### config.mk
export PLATFORM = sky130hd
export DESIGN_NAME = memory_game_ctrl
export DESIGN_NICKNAME = d
export VERILOG_FILES = /design/src/rtl/memory_game_ctrl_pkg.sv /design/src/rtl/memory_game_ctrl_hold_timer.sv /design/src/rtl/memory_game_ctrl.sv
export SDC_FILE = /design/constraint.sdc
export NUM_CORES = 1
export LEC_CHECK = 0
export CAP_MARGIN = 30
export CORE_AREA = 4 4 116 118
export DETAILED_ROUTE_END_ITERATION = 16
export DIE_AREA = 0 0 120 122
export DONT_BUFFER_PORTS = 1
export PLACE_DENSITY = 0.7
export RECOVER_POWER = 50
export SYNTH_ARGS = -nofsm -noshare
export SYNTH_HDL_FRONTEND = slang
export SYNTH_SLANG_ARGS = --single-unit
### constraint.sdc
create_clock -name clk -period 4.15 [get_ports clk]
set_input_delay 0.6225 -clock clk [delete_from_list [all_inputs] [get_ports clk]]
set_output_delay 0.6225 -clock clk [all_outputs]
set_load 0.02 [all_outputs]
### src/rtl/memory_game_ctrl_pkg.sv
// Shared types and constants for the 4x4 memory-card game controller.
package memgame_pkg;

    localparam int GRID    = 4;
    localparam int N_CARDS = 16;
    localparam int N_PAIRS = 8;

    typedef enum logic [2:0] {
        PICK1,
        PICK2,
        CMP,
        HOLD,
        DONE
    } state_t;

    // Linear card index: row*4 + col.
    function automatic logic [3:0] card_idx(input logic [1:0] row, input logic [1:0] col);
        return {row, col};
    endfunction

endpackage

### src/rtl/memory_game_ctrl_hold_timer.sv
// Loadable down-counter that sits at zero once expired; times the mismatch display.
module hold_timer (
    input  logic        clk,
    input  logic        rst_n,
    input  logic        load,
    input  logic [25:0] load_val,
    output logic        zero
);

    logic [25:0] cnt_q;
    logic [25:0] cnt_d;

    // Next count: load wins, otherwise count down and stop at zero.
    always_comb begin
        cnt_d = cnt_q;
        if (load) begin
            cnt_d = load_val;
        end else if (cnt_q != 26'd0) begin
            cnt_d = cnt_q - 26'd1;
        end else begin
            cnt_d = cnt_q;
        end
    end

    // Count register.
    always_ff @(posedge clk or negedge rst_n) begin
        if (!rst_n) begin
            cnt_q <= 26'd0;
        end else begin
            cnt_q <= cnt_d;
        end
    end

    assign zero = (cnt_q == 26'd0);

endmodule

### src/rtl/memory_game_ctrl.sv
// Memory-card game sequencer: cursor, pick/compare/hold FSM, matched mask and score.
module memory_game_ctrl
    import memgame_pkg::*;
#(
    parameter int HOLD_CYCLES = 50_000_000,
    parameter int SYM_W       = 3
) (
    input  logic                   clk,
    input  logic                   rst_n,
    input  logic                   btn_up,
    input  logic                   btn_down,
    input  logic                   btn_left,
    input  logic                   btn_right,
    input  logic                   btn_sel,
    input  logic [16*SYM_W-1:0]    card_sym,
    output logic [15:0]            open_cards,
    output logic [1:0]             cur_x,
    output logic [1:0]             cur_y,
    output logic [3:0]             pairs_found,
    output logic [7:0]             attempts,
    output logic                   busy,
    output logic                   game_over
);

    localparam logic [25:0] HOLD_LOAD = 26'(HOLD_CYCLES - 1);

    state_t               state_q, state_d;
    logic [1:0]           cur_x_q, cur_x_d, cur_y_q, cur_y_d;
    logic [N_CARDS-1:0]   matched_q, matched_d, pend_q, pend_d;
    logic [N_CARDS-1:0]   open_q, open_d;
    logic [3:0]           idx1_q, idx1_d, idx2_q, idx2_d;
    logic [3:0]           pairs_q, pairs_d;
    logic [7:0]           attempts_q, attempts_d;
    logic                 busy_q, busy_d, over_q, over_d;
    logic                 tmr_load_s, tmr_zero_s;
    logic [3:0]           sel_idx_s;
    logic                 face_up_s;
    logic [SYM_W-1:0]     sym1_s, sym2_s;

    hold_timer u_hold_timer (
        .clk      (clk),
        .rst_n    (rst_n),
        .load     (tmr_load_s),
        .load_val (HOLD_LOAD),
        .zero     (tmr_zero_s)
    );

    assign sel_idx_s = card_idx(cur_y_q, cur_x_q);
    assign face_up_s = matched_q[sel_idx_s] | pend_q[sel_idx_s];
    assign sym1_s    = card_sym[idx1_q*SYM_W +: SYM_W];
    assign sym2_s    = card_sym[idx2_q*SYM_W +: SYM_W];

    // Next-state, cursor, pick bookkeeping and the registered output image.
    always_comb begin
        state_d    = state_q;
        cur_x_d    = cur_x_q;
        cur_y_d    = cur_y_q;
        matched_d  = matched_q;
        pend_d     = pend_q;
        idx1_d     = idx1_q;
        idx2_d     = idx2_q;
        pairs_d    = pairs_q;
        attempts_d = attempts_q;
        tmr_load_s = 1'b0;

        // Select always swallows a simultaneous move; one move per cycle.
        if (state_q != DONE && !btn_sel) begin
            if (btn_up) begin
                cur_y_d = cur_y_q - 2'd1;
            end else if (btn_down) begin
                cur_y_d = cur_y_q + 2'd1;
            end else if (btn_left) begin
                cur_x_d = cur_x_q - 2'd1;
            end else if (btn_right) begin
                cur_x_d = cur_x_q + 2'd1;
            end else begin
                cur_x_d = cur_x_q;
            end
        end else begin
            cur_x_d = cur_x_q;
        end

        case (state_q)
            PICK1: begin
                if (btn_sel && !face_up_s) begin
                    pend_d[sel_idx_s] = 1'b1;
                    idx1_d            = sel_idx_s;
                    state_d           = PICK2;
                end else begin
                    state_d = PICK1;
                end
            end
            PICK2: begin
                if (btn_sel && !face_up_s) begin
                    pend_d[sel_idx_s] = 1'b1;
                    idx2_d            = sel_idx_s;
                    if (attempts_q != 8'hFF) begin
                        attempts_d = attempts_q + 8'd1;
                    end else begin
                        attempts_d = attempts_q;
                    end
                    state_d = CMP;
                end else begin
                    state_d = PICK2;
                end
            end
            CMP: begin
                if (sym1_s == sym2_s) begin
                    matched_d = matched_q | pend_q;
                    pend_d    = 16'h0000;
                    pairs_d   = pairs_q + 4'd1;
                    state_d   = (pairs_q == 4'(N_PAIRS - 1)) ? DONE : PICK1;
                end else begin
                    tmr_load_s = 1'b1;
                    state_d    = HOLD;
                end
            end
            HOLD: begin
                if (tmr_zero_s) begin
                    pend_d  = 16'h0000;
                    state_d = PICK1;
                end else begin
                    state_d = HOLD;
                end
            end
            DONE: begin
                if (btn_sel) begin
                    matched_d  = 16'h0000;
                    pend_d     = 16'h0000;
                    pairs_d    = 4'd0;
                    attempts_d = 8'd0;
                    cur_x_d    = 2'd0;
                    cur_y_d    = 2'd0;
                    state_d    = PICK1;
                end else begin
                    state_d = DONE;
                end
            end
            default: begin
                state_d = PICK1;
            end
        endcase

        open_d = (state_d == DONE) ? 16'hFFFF : (matched_d | pend_d);
        busy_d = (state_d == CMP) || (state_d == HOLD);
        over_d = (state_d == DONE);
    end

    // State and output registers.
    always_ff @(posedge clk or negedge rst_n) begin
        if (!rst_n) begin
            state_q    <= PICK1;
            cur_x_q    <= 2'd0;
            cur_y_q    <= 2'd0;
            matched_q  <= 16'h0000;
            pend_q     <= 16'h0000;
            open_q     <= 16'h0000;
            idx1_q     <= 4'd0;
            idx2_q     <= 4'd0;
            pairs_q    <= 4'd0;
            attempts_q <= 8'd0;
            busy_q     <= 1'b0;
            over_q     <= 1'b0;
        end else begin
            state_q    <= state_d;
            cur_x_q    <= cur_x_d;
            cur_y_q    <= cur_y_d;
            matched_q  <= matched_d;
            pend_q     <= pend_d;
            open_q     <= open_d;
            idx1_q     <= idx1_d;
            idx2_q     <= idx2_d;
            pairs_q    <= pairs_d;
            attempts_q <= attempts_d;
            busy_q     <= busy_d;
            over_q     <= over_d;
        end
    end

    assign open_cards  = open_q;
    assign cur_x       = cur_x_q;
    assign cur_y       = cur_y_q;
    assign pairs_found = pairs_q;
    assign attempts    = attempts_q;
    assign busy        = busy_q;
    assign game_over   = over_q;

endmodule

; ---- Word level (Yosys, flattened, before mapping)
; Index checks and enable logic that the tools add are counted.
[word_totals]
regBits = 103
input_bits = 55
output_inout_bits = 34
[op_classes]
n_addsub = 7
multipliers = 2
magnitude_cmp = 2
eq_ne = 15
n_shift = 2
muxes = 45
bitwise_logic = 4
n_reduce_logical = 17
[ops]
columns = cell, n
row1 = 2-to-1 mux 16 bit, 7
row2 = variable part select 48 x 7 -> 3 bit, 2
row3 = case mux 16 bit (4 select lines), 1
row4 = 2-to-1 mux 26 bit, 2
row5 = OR 16 bit, 3
row6 = case mux 16 bit (2 select lines), 1
row7 = 2-to-1 mux 2 bit, 14
row8 = logical NOT 26 bit, 1
row9 = nonzero test 26 bit, 1
row10 = subtractor 26 x 1 -> 26 bit (second input constant), 1
row11 = 2-to-1 mux 8 bit, 3
row12 = case mux 8 bit (2 select lines), 1
row13 = case mux 3 bit (5 select lines), 1
row14 = equality test 3 x 2 -> 1 bit (second input constant), 4
row15 = multiplier 4 x 2 -> 6 bit (second input constant), 2
row16 = 2-to-1 mux 3 bit, 3
row17 = adder 8 x 1 -> 8 bit (second input constant), 1
row18 = binary-select mux 1 bit (select 4 bit), 2
row19 = 2-to-1 mux 4 bit, 2
row20 = != test 2 bit (second input constant), 4
row21 = != test 8 bit (second input constant), 1
row22 = case mux 4 bit (2 select lines), 1
row23 = equality test 3 bit (second input constant), 2
row24 = 2-to-1 mux 1 bit, 6
row25 = other kinds (20), 28

; ---- Logic depth before layout (Yosys ltp)
[depth]
word_depth = 9
ltp_mapped = 10
depth_no_buf = 9

; ---- Modules after synthesis
; From an unflattened synthesis, not the netlist that was laid out.
[hier_totals]
cells_unflattened = 576
hier_area_um2 = 5982.0
[modules_own_cells]
columns = mod, instances, cells_per_inst, area_per_inst_um2
row1 = memory_game_ctrl, 1, 405, 4446.8
row2 = hold_timer, 1, 171, 1535.2

; ---- Worst setup path after synthesis
; No wires, ideal clock.
[synth_timing]
path_type = input-to-reg
start = input port card_sym[4]
end = register open_q[0], in the netlist open_cards[0]
setup_ns = 0.139
t_arrival_ns = 2.607
required_ns = 4.011
slack_ns = 1.404
cell_stages = 9
path_buffers = 2
path_cell_list = mux4_1 a22oi_1 nand3_1 xor2_1 nor4b_4 buf_6 buf_6 nor3b_1 or4_1
[synth_via]
elab_chain_len = 6
word_cells_on_any_way = 12
[synth_rtl]
columns = item, line_no
row1 = start: declaration, memory_game_ctrl.sv:15  ; input logic [16*SYM_W-1:0] card_sym,
row2 = "variable part select 48 x 7 -> 3 bit, on equally long branches", "memory_game_ctrl.sv:50, memory_game_ctrl.sv:51"
row3 = equality test 3 bit *, memory_game_ctrl.sv:108  ; if (sym1_s == sym2_s) begin
row4 = 2-to-1 mux 3 bit or 2-to-1 mux 16 bit (tied branches), memory_game_ctrl.sv:108
row5 = case mux 3 bit (5 select lines) (tied with other cells), memory_game_ctrl.sv:83  ; case (state_q)
row6 = equality test 3 bit or OR 16 bit (tied branches), memory_game_ctrl.sv:144  ; open_d = (state_d == DONE) ? 16'hFFFF : (matched_d | pend_d);
row7 = 2-to-1 mux 16 bit *, memory_game_ctrl.sv:144
row8 = named net open_d[0], memory_game_ctrl.sv:30  ; logic [N_CARDS-1:0] open_q, open_d;
row9 = end signal: assignment, memory_game_ctrl.sv:170  ; open_q <= open_d;
row10 = end: declaration, memory_game_ctrl.sv:30
; Mark *: on every way through the listed nets, which the timed path passes. The rest lies on a longest branch.
; A chain may end at the register's enable or synchronous reset.

; ---- Worst setup path in the final report
[layout_timing]
start = register idx1_q[0]
end = register open_q[4], in the netlist open_cards[4]
[layout_via]
elab_chain_len = 7
word_cells_on_any_way = 12
[layout_rtl]
columns = item, line_no
row1 = start: declaration, memory_game_ctrl.sv:31  ; logic [3:0] idx1_q, idx1_d, idx2_q, idx2_d;
row2 = start signal: assignment, memory_game_ctrl.sv:171  ; idx1_q <= idx1_d;
row3 = multiplier 4 x 2 -> 6 bit, memory_game_ctrl.sv:50  ; assign sym1_s = card_sym[idx1_q*SYM_W +: SYM_W];
row4 = variable part select 48 x 7 -> 3 bit, memory_game_ctrl.sv:50
row5 = equality test 3 bit, memory_game_ctrl.sv:108
row6 = 2-to-1 mux 16 bit, memory_game_ctrl.sv:108
row7 = case mux 16 bit (2 select lines), memory_game_ctrl.sv:83
row8 = named net matched_d[4], memory_game_ctrl.sv:29  ; logic [N_CARDS-1:0] matched_q, matched_d, pend_q, pend_d;
row9 = OR 16 bit, memory_game_ctrl.sv:144
row10 = 2-to-1 mux 16 bit, memory_game_ctrl.sv:144
row11 = named net open_d[4], memory_game_ctrl.sv:30
; The timed path passes the listed nets, and every way through them passes these cells.

==> impl_metrics.yaml <==
final_layout:
  final_nets: 566
  ff_latch_area_mm2: 0.00258
  final_area_mm2: 0.00591
  drive_above_1_share_pct: 10.1
  multi_input_area_mm2: 0.00274
  fillers: 1126
  utilization_pct: 47.4
  num_antenna_cells: 0
  area_growth_pct: 7.75
  final_cell_count_no_fill: 676
global_routing:
  grt_antenna_before_repair: 0
  grt_pass1_wl_mm: 20.9
  grt_pass1_vias: 3998
  grt_overflow_total: 0
  grt_use_total_pct: 17.9
  grt_start_max_net_pins: 104
routing:
  dr.pass1.iters: 5
  via_per_inst: 5.94
  drc: 0
  wl_mm: 12.5
  drtIter0Drc: 318
  drt.antenna.violating_nets: 0
  via_count: 4013
  wl_per_cell_um: 18.5
clocking:
  cts_tree: "done"
  root_buffer: "clkbuf_16"
  cts.path.max_buffers: 2
  cts_max_level: 3
  clock-sinks: 103
  clk_latency_ps: 340
  cts_buffers: 9
  cts_resized: 0
  cts_setup_buffers: 0
  cts.clk_slew.worst_paths_ps: 70
floorplan:
  die_h_um: 122
  rows: 41
  die_area_mm2: 0.0146
  io_pins: 89
  dieWidth_um: 120
  start_util_pct: 44.0
  coreArea_mm2: 0.0125
synthesis:
  ys_seq_area_share_pct: 47.0
  ys_types: 55
  synth_edf_count: 0
  async_reset_ff_share_pct: 100
  synth-warning-count: 0
  netlist_area_mm2: 0.00549
  syn_inst: 507
  synth_fp_nets: 573
  synth_ff_type: "dfrtp_1"
  syn_area_per_cell_um2: 10.8
  synth_seq_cells: 103
timing:
  fin_worst_skew_ps: 7.92
  finalCritPeriodShare_pct: 81.4
  hold_viol: 0
  worst_slack_ps: 773
  worst_pin_slew_ps: 2440
  setup_viol: 0
  slew_violations: 104
  rsz0062_at_grt: "false"
  holdWs_ps: 389
  fmax_ghz: 0.296
  fin_crit_ps: 3380
  fin_tns_setup_ps: 0
  relSlewSlack_pct: -62.9
place:
  hpwl_mm: 8.85
  port_buffers: 0
  dp_slack_ps: 754
  gp_congestion: 0.876
  place_area_mm2: 0.00561
  dp.cells: 660
hold_path:
  hp-class: "input port to flip-flop"
worst_setup_path:
  cp-start-kind: "flip-flop"
  cp_data_required_time_ps: 4360
  cp.arrival_ps: 3590
  worstSetupPathType: "flip-flop to flip-flop"
  cp_max_fo: 38
  cp-end-kind: "flip-flop"
pwr:
  pwr-share-comb_pct: 33.9
  switching_share_pct: 39.3
  p_int_mw: 2.48
  p_seq_share_pct: 45.3
  p_per_area_mw_per_mm2: 691
  ir_drop_mv: 0.386
  leakage_nw: 2.50
  pwr-share-clk_pct: 20.8
  p_total_mw: 4.09
  switchingPower_mw: 1.60
run:
  cap_violations: 1
status:
  status: "finished with violations"
  violations: "max-capacitance violations, max-slew violations"
==> area by class of cell <==
type	instances	area share [%]
clock buffers	11	4.10
multi-input cells	370	46.4
flip-flops and latches	103	43.6
inverters	10	0.635
clock inverters	4	0.931
well taps	172	3.64
repair buffers	6	0.719
==> per-layer routing <==
layer	share of wire, %	up-vias	track usage [%]
met2	50	123	28.9
li1	-	1868	-
met3	5.8	16	4.18
met1	43	2006	24.2
met5	0	-	0
met4	1.7	0	5.44
==> Yosys cell counts, drive strengths merged (9+ instances only) <==
master | instances | area, µm²
nand3 | 27 | 135
nor4 | 9 | 71.3
xor2 | 14 | 123
and2 | 10 | 62.6
clkbuf | 12 | 46.3
nor2b | 10 | 62.6
ha | 11 | 138
mux4 | 25 | 571
inv | 10 | 37.5
nand2 | 58 | 218
nor2 | 19 | 71.3
a22o | 16 | 140
dfrtp | 103 | 2580
o21ai | 20 | 100
a31oi | 15 | 93.8
buf | 12 | 83.8
xnor2 | 11 | 96.3
or3 | 21 | 131
nor3 | 31 | 155
==> cell usage in the layout, fill, tap and decap left out, types with 8 or more instances in the layout <==
master,count
a22o_1,16
a22oi_1,8
a31oi_1,15
and2_1,10
clkbuf_16,9
dfrtp_1,103
ha_1,11
inv_1,10
mux2i_1,8
mux4_2,23
nand2_1,58
nand3_1,27
nor2_1,19
nor2b_1,10
nor3_1,31
nor4_1,8
o21ai_0,19
or3_1,21
xnor2_1,11
xor2_1,14
==> flip-flops by register name, summed over array words and instances (netlist names) <==
name	flops
attempts	8
busy	1
cur_x	2
cur_y	2
game_over	1
idx1_q	4
idx2_q	4
matched_q	16
open_cards	16
pairs_found	4
pend_q	16
state_q	3
u_hold_timer.cnt_q	26
==> critical path, stage by stage (launching register included) <==
cell	delay (ps)
dfrtp_1	790
mux4_1	640
a22oi_1	210
nand3_1	120
xor2_1	330
nor4b_4	90
buf_4	260
a22o_1	250
or4_1	540
==> cells by family after synthesis <==
group           share of synthesized area, %
mux                                     12.1
buf+inv                                 3.06
simple gates                            21.0
compound gates                          10.4
xor+xnor                                3.99
flops                                   47.0
fa+ha+maj                               2.51
==> path summary, 6_finish.rpt <==
kind	start	end	slack [ps]	cells past startpoint
worst max-delay path	idx1_q[0]	open_cards[4]	770	8
min in group asynchronous	rst_n	u_hold_timer.cnt_q[23]	1040	1
worst min register to register	u_hold_timer.cnt_q[5]	u_hold_timer.cnt_q[5]	500	2
worst max register to register	idx1_q[0]	open_cards[4]	770	8
max in group asynchronous	rst_n	matched_q[14]	1700	1
worst min-delay path	btn_sel	cur_y[1]	390	1
==> power by group through the flow <==
stage | Sequential [mW] | Clock (mW) | Combinational, mW
floorplan | 1.67 | 0 | 1.24
CTS | 1.85 | 0.876 | 1.39
detailed placement | 1.87 | 0 | 1.37
global placement | 1.85 | 0 | 1.33
finish | 1.85 | 0.852 | 1.38
global route | 1.91 | 0.917 | 1.54
==> what timing repair did <==
| action | in CTS | in global routing |
|---|---|---|
| endpoints found under the hold margin | 103 | 0 |
| endpoints found under the setup margin | 0 | 0 |
| hold buffers | 1 | 0 |
(Power assumes the default switching activity.)
